File: config.mk
export PLATFORM = sky130hd
export DESIGN_NAME = mem_stream_reader
export DESIGN_NICKNAME = d
export VERILOG_FILES = /design/src/rtl/mem_stream_reader_pkg.sv /design/src/rtl/mem_stream_reader_fifo.sv /design/src/rtl/mem_stream_reader.sv
export SDC_FILE = /design/constraint.sdc
export NUM_CORES = 1
export LEC_CHECK = 0
export CAP_MARGIN = 20
export CORE_ASPECT_RATIO = 2
export CORE_MARGIN = 3
export CORE_UTILIZATION = 30
export CTS_CLUSTER_DIAMETER = 80
export DETAILED_ROUTE_END_ITERATION = 8
export GPL_TIMING_DRIVEN = 0
export MAX_ROUTING_LAYER = met4
export PLACE_DENSITY = 0.59
export REMOVE_ABC_BUFFERS = 1
export SLEW_MARGIN = 20
export SYNTH_ARGS = -nofsm -noshare
export SYNTH_HDL_FRONTEND = slang
export SYNTH_SLANG_ARGS = --single-unit
File: constraint.sdc
create_clock -name clk -period 2.6 [get_ports clk]
set_clock_uncertainty 0.1 [all_clocks]
set_input_delay 0.39 -clock clk [delete_from_list [all_inputs] [get_ports clk]]
set_output_delay 0.39 -clock clk [all_outputs]
set_load 0.01 [all_outputs]
File: src/rtl/mem_stream_reader_pkg.sv
// Shared types and sizing for the memory stream reader.
package mem_stream_reader_pkg;

    localparam int unsigned FIFO_DEPTH = 2;
    localparam int unsigned FIFO_CNT_W = 2;

    typedef enum logic [1:0] {
        IDLE,
        RUN,
        DRAIN,
        DONE
    } state_t;

endpackage

File: src/rtl/mem_stream_reader_fifo.sv
// Two-entry shift FIFO; entry0 is always the head so the output word is a flop.
import mem_stream_reader_pkg::*;

module mem_stream_reader_fifo #(
    parameter int unsigned DATA_WIDTH = 14
) (
    input  logic                  clk,
    input  logic                  n_rst,
    input  logic                  push,
    input  logic [DATA_WIDTH-1:0] din,
    input  logic                  pop,
    output logic [DATA_WIDTH-1:0] dout,
    output logic                  valid,
    output logic [FIFO_CNT_W-1:0] count
);

    logic [DATA_WIDTH-1:0] entry0;
    logic [DATA_WIDTH-1:0] entry1;

    // Push into a full FIFO cannot happen: the reader's credit check forbids it.
    always_ff @(posedge clk or negedge n_rst) begin
        if (!n_rst) begin
            entry0 <= '0;
            entry1 <= '0;
            count  <= '0;
        end else begin
            case ({push, pop})
                2'b10: begin
                    if (count == FIFO_CNT_W'(0)) entry0 <= din;
                    else                         entry1 <= din;
                    count <= count + FIFO_CNT_W'(1);
                end
                2'b01: begin
                    entry0 <= entry1;
                    count  <= count - FIFO_CNT_W'(1);
                end
                2'b11: begin
                    if (count == FIFO_CNT_W'(1)) begin
                        entry0 <= din;
                    end else begin
                        entry0 <= entry1;
                        entry1 <= din;
                    end
                end
                default: ;
            endcase
        end
    end

    assign dout  = entry0;
    assign valid = (count != FIFO_CNT_W'(0));

endmodule

File: src/rtl/mem_stream_reader.sv
// Streams a range of a synchronous-read memory over valid/ready.
// Optional running checksum output: define MEM_STREAM_READER_CHECKSUM_EN.
import mem_stream_reader_pkg::*;

module mem_stream_reader #(
    parameter int unsigned ADDR_WIDTH = 6,
    parameter int unsigned DATA_WIDTH = 14
) (
    input  logic                  clk,
    input  logic                  n_rst,
    input  logic                  start,
    input  logic [ADDR_WIDTH-1:0] base_addr,
    input  logic [ADDR_WIDTH:0]   length,
    output logic                  busy,
    output logic                  done,
    output logic [ADDR_WIDTH-1:0] mem_addr,
    output logic                  mem_write_en,
    input  logic [DATA_WIDTH-1:0] mem_data_in,
    output logic [DATA_WIDTH-1:0] out_data,
    output logic                  out_valid,
    input  logic                  out_ready
`ifdef MEM_STREAM_READER_CHECKSUM_EN
    ,
    output logic [DATA_WIDTH-1:0] checksum
`endif
);

    state_t                state_q;
    state_t                state_d;
    logic [ADDR_WIDTH-1:0] counter;
    logic [ADDR_WIDTH:0]   remaining;
    logic                  inflight;
    logic                  start_acc;
    logic                  issue;
    logic                  pop;
    logic [FIFO_CNT_W-1:0] fifo_count;
    logic [2:0]            occupancy;

    assign mem_write_en = 1'b0;

    mem_stream_reader_fifo #(.DATA_WIDTH(DATA_WIDTH)) u_fifo (
        .clk   (clk),
        .n_rst (n_rst),
        .push  (inflight),
        .din   (mem_data_in),
        .pop   (pop),
        .dout  (out_data),
        .valid (out_valid),
        .count (fifo_count)
    );

    // Words owed to the FIFO after this edge must fit its two slots.
    always_comb begin
        pop       = out_valid && out_ready;
        occupancy = 3'(fifo_count) + 3'(inflight) - 3'(pop);
        issue     = (state_q == RUN) && (remaining != '0) && (occupancy < 3'(FIFO_DEPTH));
    end

    always_comb begin
        state_d   = state_q;
        start_acc = 1'b0;
        case (state_q)
            IDLE: begin
                if (start) begin
                    start_acc = 1'b1;
                    state_d   = (length != '0) ? RUN : DONE;
                end
            end
            RUN: begin
                if (remaining == '0) state_d = DRAIN;
            end
            DRAIN: begin
                if (!inflight && ((fifo_count == FIFO_CNT_W'(0)) ||
                                  (fifo_count == FIFO_CNT_W'(1) && pop)))
                    state_d = DONE;
            end
            DONE:    state_d = IDLE;
            default: state_d = IDLE;
        endcase
    end

    always_ff @(posedge clk or negedge n_rst) begin
        if (!n_rst) begin
            state_q <= IDLE;
            busy    <= 1'b0;
            done    <= 1'b0;
        end else begin
            state_q <= state_d;
            busy    <= (state_d != IDLE);
            done    <= (state_d == DONE);
        end
    end

    always_ff @(posedge clk or negedge n_rst) begin
        if (!n_rst) begin
            counter   <= '0;
            remaining <= '0;
            mem_addr  <= '0;
            inflight  <= 1'b0;
        end else begin
            inflight <= issue;
            if (start_acc) begin
                counter   <= base_addr;
                remaining <= length;
            end else if (issue) begin
                mem_addr  <= counter;
                counter   <= counter + ADDR_WIDTH'(1);
                remaining <= remaining - (ADDR_WIDTH + 1)'(1);
            end
        end
    end

`ifdef MEM_STREAM_READER_CHECKSUM_EN
    always_ff @(posedge clk or negedge n_rst) begin
        if (!n_rst)         checksum <= '0;
        else if (start_acc) checksum <= '0;
        else if (pop)       checksum <= checksum + out_data;
    end
`endif

endmodule

==> reports/qor.yml <==
final_util_pct: 42.6
regToRegEndpoint: "remaining[4]$_DFFE_PN0P_"
worst_slew_pin_slew_ns: 0.798
syn_inst: 237
cts_buffer_depth: 2
antenna_found_initial: 0
cp_slowest_cell: "fa_2"
worstPathRequired_ns: 2.67
period_minus_slack_ns: 2.56
syn_to_final_growth_pct: 38.3
crit_buf_inv: 1
vias: 1967
regArea_um2: 1350
final_common_cell: "dfrtp_1"
cts_tree: "built"
n_fill_cell: 796
nets: 340
startpoint: "u_fifo.count[0]$_DFFE_PN0P_"
crit_type: "register to register"
gp_congestion: 0.758
cts_root_buf: "clkbuf_16"
cp_cell_sequence: "inv_2, ha_4, nand2b_4, xnor2_2, nand2_1, fa_2, nand3_4, o21ai_4, o21ai_1, a221o_1"
fin_tns_setup_ns: 0
avgSynthCellArea_um2: 10.8
die_w_um: 71.2
grt_usage_pct: 13.0
hpwl_um: 3940
post-route-period-util_pct: 98.4
cts.sinks: 54
seq_area_frac_synth_pct: 52.9
drv_slew: 0
drt_iter0_markers: 77
numCtsBuffers: 5
power_density_nw_per_um2: 1320
io_pins: 55
htreeDepth: 2
critPathArrivalTime_ns: 2.63
slowest_delay_ns: 0.57
hold_slack_ns: 0.0518
synth-warning-count: 0
fin_cells: 402
critPathLaunchType: "register"
ir_drop_uv: 530
hold_viol: 0
drive_above_1_share_pct: 20.1
synth_area_leaders: "dfrtp_1 53%, mux2_2 6.2%, mux2i_1 5.9%, nand2_1 5.4%, o21ai_0 4.7%"
first_global_vias: 1992
antennaDiodeCount: 0
multiInputGateArea_um2: 1200
initial_core_util_pct: 30.8
drc: 0
vias_per_cell: 4.89
synth.cell_area_um2: 2550
dp_slack_ns: -1.04
status: "complete, no violations"
grt_max_degree: 55
die_y_um: 136
rr_worst_depth: 10
clk_latency_ns: 0.29
max_freq_mhz: 391
r2r-start: "u_fifo.count[0]$_DFFE_PN0P_"
setup_viol: 0
antenna_left: 0
synth_top_cell_area_share_pct: 52.9
p_leak_nw: 1.58
core_um2: 8290
grt_pass1_wl_um: 9720
yosys_register_bits: 54
synth.distinct_cells: 38
drt_first_pass_iters: 4
num_rows: 47
maxCapViolCount: 0
routedWlPerCell_um: 14.4
worst_slack_ns: 0.0415
crit_path_max_fanout: 8
rsz0062_at_grt: "yes"
critPathTopFamily: "adder cells"
reg2reg_slack_ns: 0.04
slew_headroom_pct: 46.8
clk_pin_slew_ns: 0.07
die_area_um2: 9720
hold_class: "primary input to async pin"
dp.cells: 379
final_cell_mix: "54 x dfrtp_1, 51 x clkdlybuf4s50_1, 36 x nand2_1"
wirelength_um: 5800
setup.worst_path.end_class: "register"
io_buffers: 53
yosysTopAreaCell: "dfrtp_1"
overflow: 0
-- cells in the mapped netlist --
library cell and count:
dfrtp_1 54, nand2_1 37, o21ai_0 24, mux2i_1 15, mux2_2 14, a221o_1 9, inv_1 9, nor2_1 9
nor3b_1 7, clkbuf_1 6, nand3_1 6, ha_1 5, a21oi_1 4, nor3_1 4, nand2b_1 3, xnor2_1 3
a21o_1 2, buf_4 2, buf_6 2, nor4_1 2, nor4b_1 2, o21ai_2 2, a211oi_1 1, a21boi_1 1
a22o_1 1, a22oi_1 1, and3_1 1, buf_2 1, conb_1 1, fa_1 1, inv_4 1, nand3b_1 1
nor2b_1 1, o21a_1 1, o21ai_1 1, o221ai_1 1, or3_1 1, or3_4 1
-- metrics by stage --
step	power, W	area [um^2]
final	0.00468	3530
after detailed placement	0.00352	3170
after global routing	0.00506	3530
after global placement	0.00342	3140
after floorplan	0.00275	2490
after CTS	0.00460	3480
-- final cells by class --
class / instances / share of cell area, %
inverters: 10 / 1.28
flip-flops and latches: 54 / 38.3
clock inverters: 1 / 0.142
clock buffers: 7 / 4.04
repair buffers: 69 / 18.9
well taps: 98 / 3.47
multi-input cells: 163 / 33.9
-- metal layers --
metal / wire length [um] / GRT usage [%] / vias up
li1: - / - / 959
met1: 2240 / 13.7 / 959
met2: 3250 / 23.4 / 41
met3: 207 / 2.37 / 8
met4: 106 / 5.44 / 0
met5: 0 / - / -
-- worst max-delay path by stage --
stage	end	cells after the start
2_1_floorplan	counter[5]$_DFFE_PN0P_	12
3_3_place_gp	remaining[3]$_DFFE_PN0P_	6
3_5_place_dp	counter[5]$_DFFE_PN0P_	11
4_1_cts	remaining[4]$_DFFE_PN0P_	11
5_1_grt	remaining[4]$_DFFE_PN0P_	10
6_report	remaining[4]$_DFFE_PN0P_	10
-- state kept, by name, indices dropped and copies added, names as in the netlist --
register,flops
inflight,1
state_q,2
counter,6
done,1
remaining,7
u_fifo.entry1,14
busy,1
mem_addr,6
u_fifo.dout,14
u_fifo.count,2
-- where the power goes --
group / internal (W) / switching (W)
clock: 0.000383 / 0.000292
combinational: 0.00132 / 0.00118
sequential: 0.00124 / 0.000251
total: 0.00295 / 0.00173
-- logic make-up (layout without fill, tap and decap cells) --
family                     Yosys count  after routing  synth area share [%]
adders and majority gates            6              6                  3.23
DFF                                 54             54                  52.9
other                                1              1                 0.147
AOI/OAI and AO/OA                   48             48                  12.3
xor gates and xnor gates             3              3                  1.03
muxes                               29             29                  12.1
and+or+nand+nor                     75             76                  14.2
buffers and inverters               21             87                  4.12
-- timing repair --
action | 4_1_cts | 5_1_grt
hold buffers | 0 | 0
endpoints found under the setup margin | 20 | 11
pin swaps | 3 | 2
hold endpoints to repair | 0 | 0
gates resized for setup | 20 | 8
cloned | 1 | 0
buffers inserted | 9 | 5
No activity file was read; power rests on OpenSTA's default activity.
